==> src/rtl/exe_stage.sv <==
// exe_stage: execute stage with operand forwarding, ALU, branch resolution and EXE/MEM register.
// Define ITER_MUL_EN to add the iterative shift-add multiplier that stalls upstream while busy.
module exe_stage #(
    parameter int W     = 32,
    parameter int MUL_N = 32
) (
    input  logic         clk,
    input  logic         rst,
    input  logic [W-1:0] val1,
    input  logic [W-1:0] val2,
    input  logic [W-1:0] reg2,
    input  logic [W-1:0] PC_in,
    input  logic [1:0]   Br_type,
    input  logic [3:0]   exe_cmd,
    input  logic         mem_r_en,
    input  logic         mem_w_en,
    input  logic         wb_en,
    input  logic [4:0]   dst,
    input  logic [1:0]   fwd_a,
    input  logic [1:0]   fwd_b,
    input  logic [1:0]   fwd_s,
    input  logic [W-1:0] mem_fwd,
    input  logic [W-1:0] wb_fwd,
    input  logic         memReady,
    output logic [W-1:0] alu_res,
    output logic [W-1:0] st_val,
    output logic [4:0]   dst_out,
    output logic         mem_r_en_out,
    output logic         mem_w_en_out,
    output logic         wb_en_out,
    output logic         br_taken,
    output logic [W-1:0] br_addr,
    output logic         exe_stall
);
    localparam logic [3:0] CMD_MUL = 4'b1100;
    logic [W-1:0] a, b, s, alu, mul_res;
    logic [W-1:0] alu_res_q, st_val_q;
    logic [4:0]   dst_q;
    logic [2:0]   ctl_q;
    always_comb begin
        a = fwd_a == 2'b01 ? mem_fwd : fwd_a == 2'b10 ? wb_fwd : val1;
        b = fwd_b == 2'b01 ? mem_fwd : fwd_b == 2'b10 ? wb_fwd : val2;
        s = fwd_s == 2'b01 ? mem_fwd : fwd_s == 2'b10 ? wb_fwd : reg2;
    end
    always_comb begin
        alu = '0;
        case (exe_cmd)
            4'b0000: alu = a + b;
            4'b0010: alu = a - b;
            4'b0100: alu = a & b;
            4'b0101: alu = a | b;
            4'b0110: alu = ~(a | b);
            4'b0111: alu = a ^ b;
            4'b1000: alu = a << b[4:0];
            4'b1001: alu = a >> b[4:0];
            4'b1010: alu = $signed(a) >>> b[4:0];
            CMD_MUL: alu = mul_res;
            default: alu = '0;
        endcase
    end
`ifdef ITER_MUL_EN
    localparam int CW = $clog2(MUL_N + 1);
    typedef enum logic [1:0] {IDLE, RUN, DONE} state_t;
    state_t       state_q, state_d;
    logic [W-1:0] acc_q, acc_d, mcand_q, mcand_d, mplier_q, mplier_d;
    logic [CW-1:0] cnt_q, cnt_d;
    always_comb begin
        state_d  = state_q;
        acc_d    = acc_q;
        mcand_d  = mcand_q;
        mplier_d = mplier_q;
        cnt_d    = cnt_q;
        case (state_q)
            IDLE: if (exe_cmd == CMD_MUL) begin
                state_d  = RUN;
                mcand_d  = a;
                mplier_d = b;
                acc_d    = '0;
                cnt_d    = '0;
            end
            RUN: begin
                acc_d    = mplier_q[0] ? acc_q + mcand_q : acc_q;
                mcand_d  = mcand_q << 1;
                mplier_d = mplier_q >> 1;
                cnt_d    = cnt_q + 1'b1;
                state_d  = cnt_q == CW'(MUL_N - 1) ? DONE : RUN;
            end
            default: state_d = IDLE;
        endcase
    end
    // memReady freezes the multiplier along with the output register
    always_ff @(posedge clk or posedge rst) begin
        if (rst) begin
            state_q  <= IDLE;
            acc_q    <= '0;
            mcand_q  <= '0;
            mplier_q <= '0;
            cnt_q    <= '0;
        end else if (memReady) begin
            state_q  <= state_d;
            acc_q    <= acc_d;
            mcand_q  <= mcand_d;
            mplier_q <= mplier_d;
            cnt_q    <= cnt_d;
        end
    end
    assign mul_res   = acc_q;
    assign exe_stall = !rst && ((state_q == IDLE && exe_cmd == CMD_MUL) || state_q == RUN);
`else
    assign mul_res   = '0;
    assign exe_stall = 1'b0;
`endif
    assign br_taken = !exe_stall && (Br_type == 2'b01 ? a == '0 : Br_type == 2'b10 ? a != s : Br_type == 2'b11);
    assign br_addr  = PC_in + (b << 2);
    always_ff @(posedge clk or posedge rst) begin
        if (rst) begin
            {alu_res_q, st_val_q, dst_q, ctl_q} <= '0;
        end else if (memReady) begin
            {alu_res_q, st_val_q, dst_q, ctl_q} <= exe_stall ? '0 : {alu, s, dst, mem_r_en, mem_w_en, wb_en};
        end
    end
    assign alu_res = alu_res_q;
    assign st_val  = st_val_q;
    assign dst_out = dst_q;
    assign {mem_r_en_out, mem_w_en_out, wb_en_out} = ctl_q;
endmodule

==> config.mk <==
export PLATFORM = sky130hd
export DESIGN_NAME = exe_stage
export DESIGN_NICKNAME = d
export VERILOG_FILES = /design/src/rtl/exe_stage.sv
export SDC_FILE = /design/constraint.sdc
export NUM_CORES = 1
export LEC_CHECK = 0
export ABC_CLOCK_PERIOD_IN_PS = 3700
export BUFFER_PORTS_ARGS = -buffer_cell sky130_fd_sc_hd__buf_2
export CORE_UTILIZATION = 53
export CTS_BUF_LIST = sky130_fd_sc_hd__clkbuf_4
export CTS_CLUSTER_DIAMETER = 80
export DETAILED_ROUTE_END_ITERATION = 8
export PLACE_DENSITY = 0.8
export SLEW_MARGIN = 20
export SYNTH_ARGS = -nofsm -noshare
export SYNTH_HDL_FRONTEND = slang
export SYNTH_SLANG_ARGS = --single-unit
==> constraint.sdc <==
create_clock -name clk -period 3.7 [get_ports clk]
set_clock_uncertainty 0.05 [all_clocks]
set_input_delay 0.185 -clock clk [delete_from_list [all_inputs] [get_ports clk]]
set_output_delay 0.185 -clock clk [all_outputs]
set_load 0.02 [all_outputs]
==> results of run 1 <==
[per-stage QoR]
stage | area (sq um) | util (%) | hold slack, ns | setup WS [ns]
floorplan | 16090 | - | 0.2867 | -0.4452
global placement | 20440 | 68.97 | 0.2055 | -0.7836
detailed placement | 20440 | 68.97 | 0.2135 | -0.9316
CTS | 21160 | 71.39 | 0.1498 | -0.09323
[logic make-up after synthesis]
family | Yosys count | share of synthesized area, %
other cells | 1 | 0.02351
xor+xnor | 117 | 6.470
compound gates | 552 | 22.63
fa+ha+maj | 126 | 9.976
mux | 445 | 29.16
simple gates | 448 | 13.54
flops | 72 | 11.29
buf+inv | 231 | 6.909
[repair_timing]
item / 4_1_cts
resized for setup: 81
endpoints found under the hold margin: 34
setup endpoints to repair: 26
gates cloned: 1
hold buffers: 9
buffers inserted: 13
pin swaps: 33
[routing by layer]
| layer | track usage (%) | GRT overflow |
|---|---|---|
| met2 | 89.58 | 21 |
| met5 | 25.32 | 0 |
| met3 | 54.50 | 2 |
| met1 | 78.31 | 1 |
| met4 | 66.49 | 18 |
==> flow_metrics.tcl, run 1 <==
set metrics [dict create \
    synth_top_cell_by_area "mux2i_1" \
    stop_stage "global routing (5_1_grt)" \
    synth_area_leaders "mux2i_1 (22%), dfrtp_1 (11%), ha_1 (9.7%)" \
    dp.cells 2964 \
    place_hpwl_microns 67970 \
    clockRootBuffer "clkbuf_4" \
    die_w_microns 175.5 \
    fp.dieH_microns 175.5 \
    grt_util_all_layers_pct 73.32 \
    yosysWarnings 0 \
    netlist-cell-type-count 84 \
    synth_common_cells "mux2i_1 (345), a21oi_1 (164), nor2_1 (141), ha_1 (124), nand2_1 (113)" \
    yosysTopAreaCellShare_pct 21.65 \
    cts_buffers 9 \
    floorplan.initialDensity_pct 53.83 \
    htreeDepth 3 \
    yosysMostFrequentCell "mux2i_1" \
    grt_max_degree 65 \
    routabilityCongestion 1.087 \
    error "[ERROR GRT-0232] Routing congestion too high. Check the congestion heatmap in the GUI." \
    endpoint_type "sequential cell input" \
    io_buffer_count 315 \
    grt-worst-endpoint "alu_res[26]$_DFFE_PP0P_/D" \
    post_synth.cell_area_avg_sq_um 8.009 \
    ys_seq_area_share_pct 11.29 \
    io_pins 321 \
    synthArstFlopShare_pct 100.0 \
    syn_area_sq_um 15950 \
    grt.overflow.total 42 \
    synth_ff_type "dfrtp_1" \
    synth-edff-count 0 \
    ys_seq_elements 72 \
    clock_sinks 72 \
    synthCells 1992 \
    synth.net_count 2333 \
    outcome "stopped before the end" \
    num_rows 63 \
    clk_path_buf_depth 2 \
]
==> run 2, diff against run 1 <==
ABC_CLOCK_PERIOD_IN_PS = 4800   (was 3700)
CORE_UTILIZATION = 40   (was 53)
CTS_BUF_LIST = not set   (was sky130_fd_sc_hd__clkbuf_4)
CTS_CLUSTER_DIAMETER = not set   (was 80)
PLACE_DENSITY = not set   (was 0.8)
PLACE_DENSITY_LB_ADDON = 0.15   (was not set)
clock period = 4.8 ns   (was 3.7 ns; I/O delays follow)
==> run 2 against run 1 <==
Effect of this change: the flow now finishes without violations; synthesized cell count did not move; synthesized area is the same.
==> flow_metrics.tcl, run 2 <==
set metrics [dict create \
    fin_crit_ns 4.629 \
    io_buffer_count 315 \
    ys_seq_area_share_pct 11.29 \
    clk_path_buf_depth 2 \
    crit_chain "buf_4 > buf_4 > mux2i_1 > mux2i_4 > buf_4 > buf_4 > nor2_1 > nor2_1 > xnor2_1 > ha_1 > o21ai_0 > o211ai_1 > a31oi_1 > buf_4 > or3_1 > a21oi_1 > a311oi_2 > xor2_1 > o221ai_1 > a221o_1" \
    hold_violations 0 \
    synthArstFlopShare_pct 100.0 \
    area_growth_pct 21.64 \
    ys_seq_elements 72 \
    finalPower_mw 5.091 \
    postRouteWirelength_microns 84450 \
    p_leak_nw 9.368 \
    place_hpwl_microns 67920 \
    outcome "finished, final reports clean" \
    worst_pin_slew_ns 1.182 \
    drv_cap 0 \
    end_kind "flip-flop" \
    p_per_area_nw_per_um2 262.3 \
    startpoint_type "input port" \
    period_share_pct 96.44 \
    die-area_sq_um 40690 \
    drc 0 \
    post_synth.cell_area_avg_sq_um 8.009 \
    synth_area_leaders "mux2i_1 (22%), dfrtp_1 (11%), ha_1 (9.7%)" \
    routabilityCongestion 1.046 \
    clock_sinks 72 \
    final_common_cell "mux2i_1" \
    core_area_sq_um 39010 \
    path_max_fanout 12 \
    dpl_worst_slack_ns -0.2241 \
    path_class "in2reg" \
    yosysTopAreaCellShare_pct 21.65 \
    synth_ff_type "dfrtp_1" \
    cts_tree "built" \
    cp.arrival_ns 4.84 \
    insertion_delay_ns 0.37 \
    setup_viol 0 \
    grt_pass1_vias 17230 \
    synth.net_count 2333 \
    slew_violations 0 \
    fp.dieH_microns 201.7 \
    drt_iter0_markers 1830 \
    slew_headroom_pct 20.35 \
    fin_ws_ns 0.1710 \
    cts.clk_slew.worst_paths_ns 0.07 \
    first_pass_iters 5 \
    via_per_inst 6.193 \
    die_w_microns 201.7 \
    detail-route-antenna-nets 0 \
    cts_buffers 9 \
    slowest_delay_ns 0.41 \
    antenna_found_initial 7 \
    hold_class "in2reg" \
    yosysMostFrequentCell "mux2i_1" \
    vdd_ir_drop_max_mv 0.1929 \
    max_freq_mhz 216.0 \
    synth-edff-count 0 \
    via_count 18130 \
    grt_util_all_layers_pct 40.33 \
    floorplan.initialDensity_pct 40.90 \
    synthCells 1992 \
    grt_max_degree 68 \
    io_pins 321 \
    wl_per_cell_microns 28.85 \
    clockRootBuffer "clkbuf_16" \
    htreeDepth 3 \
    synth_common_cells "mux2i_1 (345), a21oi_1 (164), nor2_1 (141), ha_1 (124), nand2_1 (113)" \
    critPathSlowestCell "or3_1" \
    fin_nets 2740 \
    cp.required_ns 5.01 \
    layout_common_cells "mux2i_1 (345), buf_2 (311), buf_4 (215)" \
    cp_common_cell "buf_4" \
    rsz0062_at_grt "yes" \
    grt_first_pass_wirelength_microns 119700 \
    num_rows 72 \
    layout-drive-gt1-share_pct 28.04 \
    yosysWarnings 0 \
    netlist-cell-type-count 84 \
    setup_tns_ns 0 \
    synth_top_cell_by_area "mux2i_1" \
    syn_area_sq_um 15950 \
    grt.overflow.total 0 \
]
run 2: routing by layer:
layer  global-route usage, %  wire length [microns]
met5                       0                      0
met3                   6.187                   6257
met1                   53.60                  36380
met4                   20.64                   4783
met2                   62.98                  37030
run 2: cells by family (layout without fill, tap and decap cells):
group / after synthesis / count (layout) / synth area share [%]
other: 1 / 6 / 0.02351
AND/OR/NAND/NOR: 448 / 448 / 13.54
flip-flops: 72 / 72 / 11.29
multiplexers: 445 / 445 / 29.16
XOR/XNOR: 117 / 117 / 6.470
adder cells (fa/ha/maj): 126 / 126 / 9.976
AO/OA/AOI/OAI: 552 / 552 / 22.63
buffers and inverters: 231 / 643 / 6.909
run 2: final cells by class:
class                   count  area [sq um]
multi-input cells        1689         13080
inverters                  98         371.6
flip-flops and latches     72          1802
clock buffers               9         225.2
well taps                 518         648.1
diodes                      5         12.51
repair buffers            529          3221
fillers                  3956         19600
clock inverters             7         46.29
run 2: final timing paths:
kind / slack [ns] / to / cells after the start / start
setup / recovery: 0.17 / alu_res[26]$_DFFE_PP0P_ / 20 / fwd_b[1]
hold / removal: 0.04 / dst_out[3]$_DFFE_PP0P_ / 2 / dst[3]
setup reg to reg: 3.02 / alu_res[5]$_DFFE_PP0P_ / 4 / alu_res[5]$_DFFE_PP0P_
hold reg to reg: 0.44 / alu_res[9]$_DFFE_PP0P_ / 1 / alu_res[9]$_DFFE_PP0P_
max in group asynchronous: 3.19 / alu_res[29]$_DFFE_PP0P_ / 4 / rst
min in group asynchronous: 0.38 / st_val[28]$_DFFE_PP0P_ / 3 / rst
run 2: timing repair:
item | CTS | global route
hold endpoints to repair | 27 | 0
gates resized for setup | 0 | 8
hold buffers | 1 | 0
endpoints found under the setup margin | 0 | 5
buffers inserted | 0 | 1
run 2: where the power goes:
group / switching [mW] / internal, mW / total [mW]
clock network: 0.334 / 0.350 / 0.685
logic: 2.28 / 1.40 / 3.68
registers: 0.0472 / 0.682 / 0.729
total: 2.66 / 2.43 / 5.09
run 2: per-stage QoR:
step           util (%)  cells  hold slack, ns  cell area (sq um)
2_1_floorplan         -   1992          0.3417              15950
3_3_place_gp      48.92   2904          0.2404              19080
3_5_place_dp      48.92   2904          0.2398              19080
4_1_cts           49.64   2921         0.03181              19360
5_1_grt           49.75   2927         0.04959              19410
6_report          49.75   2927         0.04130              19410
run 2: worst max-delay path: cells and delay by family:
family,cells,cell delay [ns]
xor gates and xnor gates,2,0.33
adders and majority gates,1,0.35
AOI/OAI and AO/OA,7,1.59
buffers and inverters,5,0.96
and+or+nand+nor,3,0.88
muxes,2,0.45
Note: power is estimated with default switching activity, not from simulation.
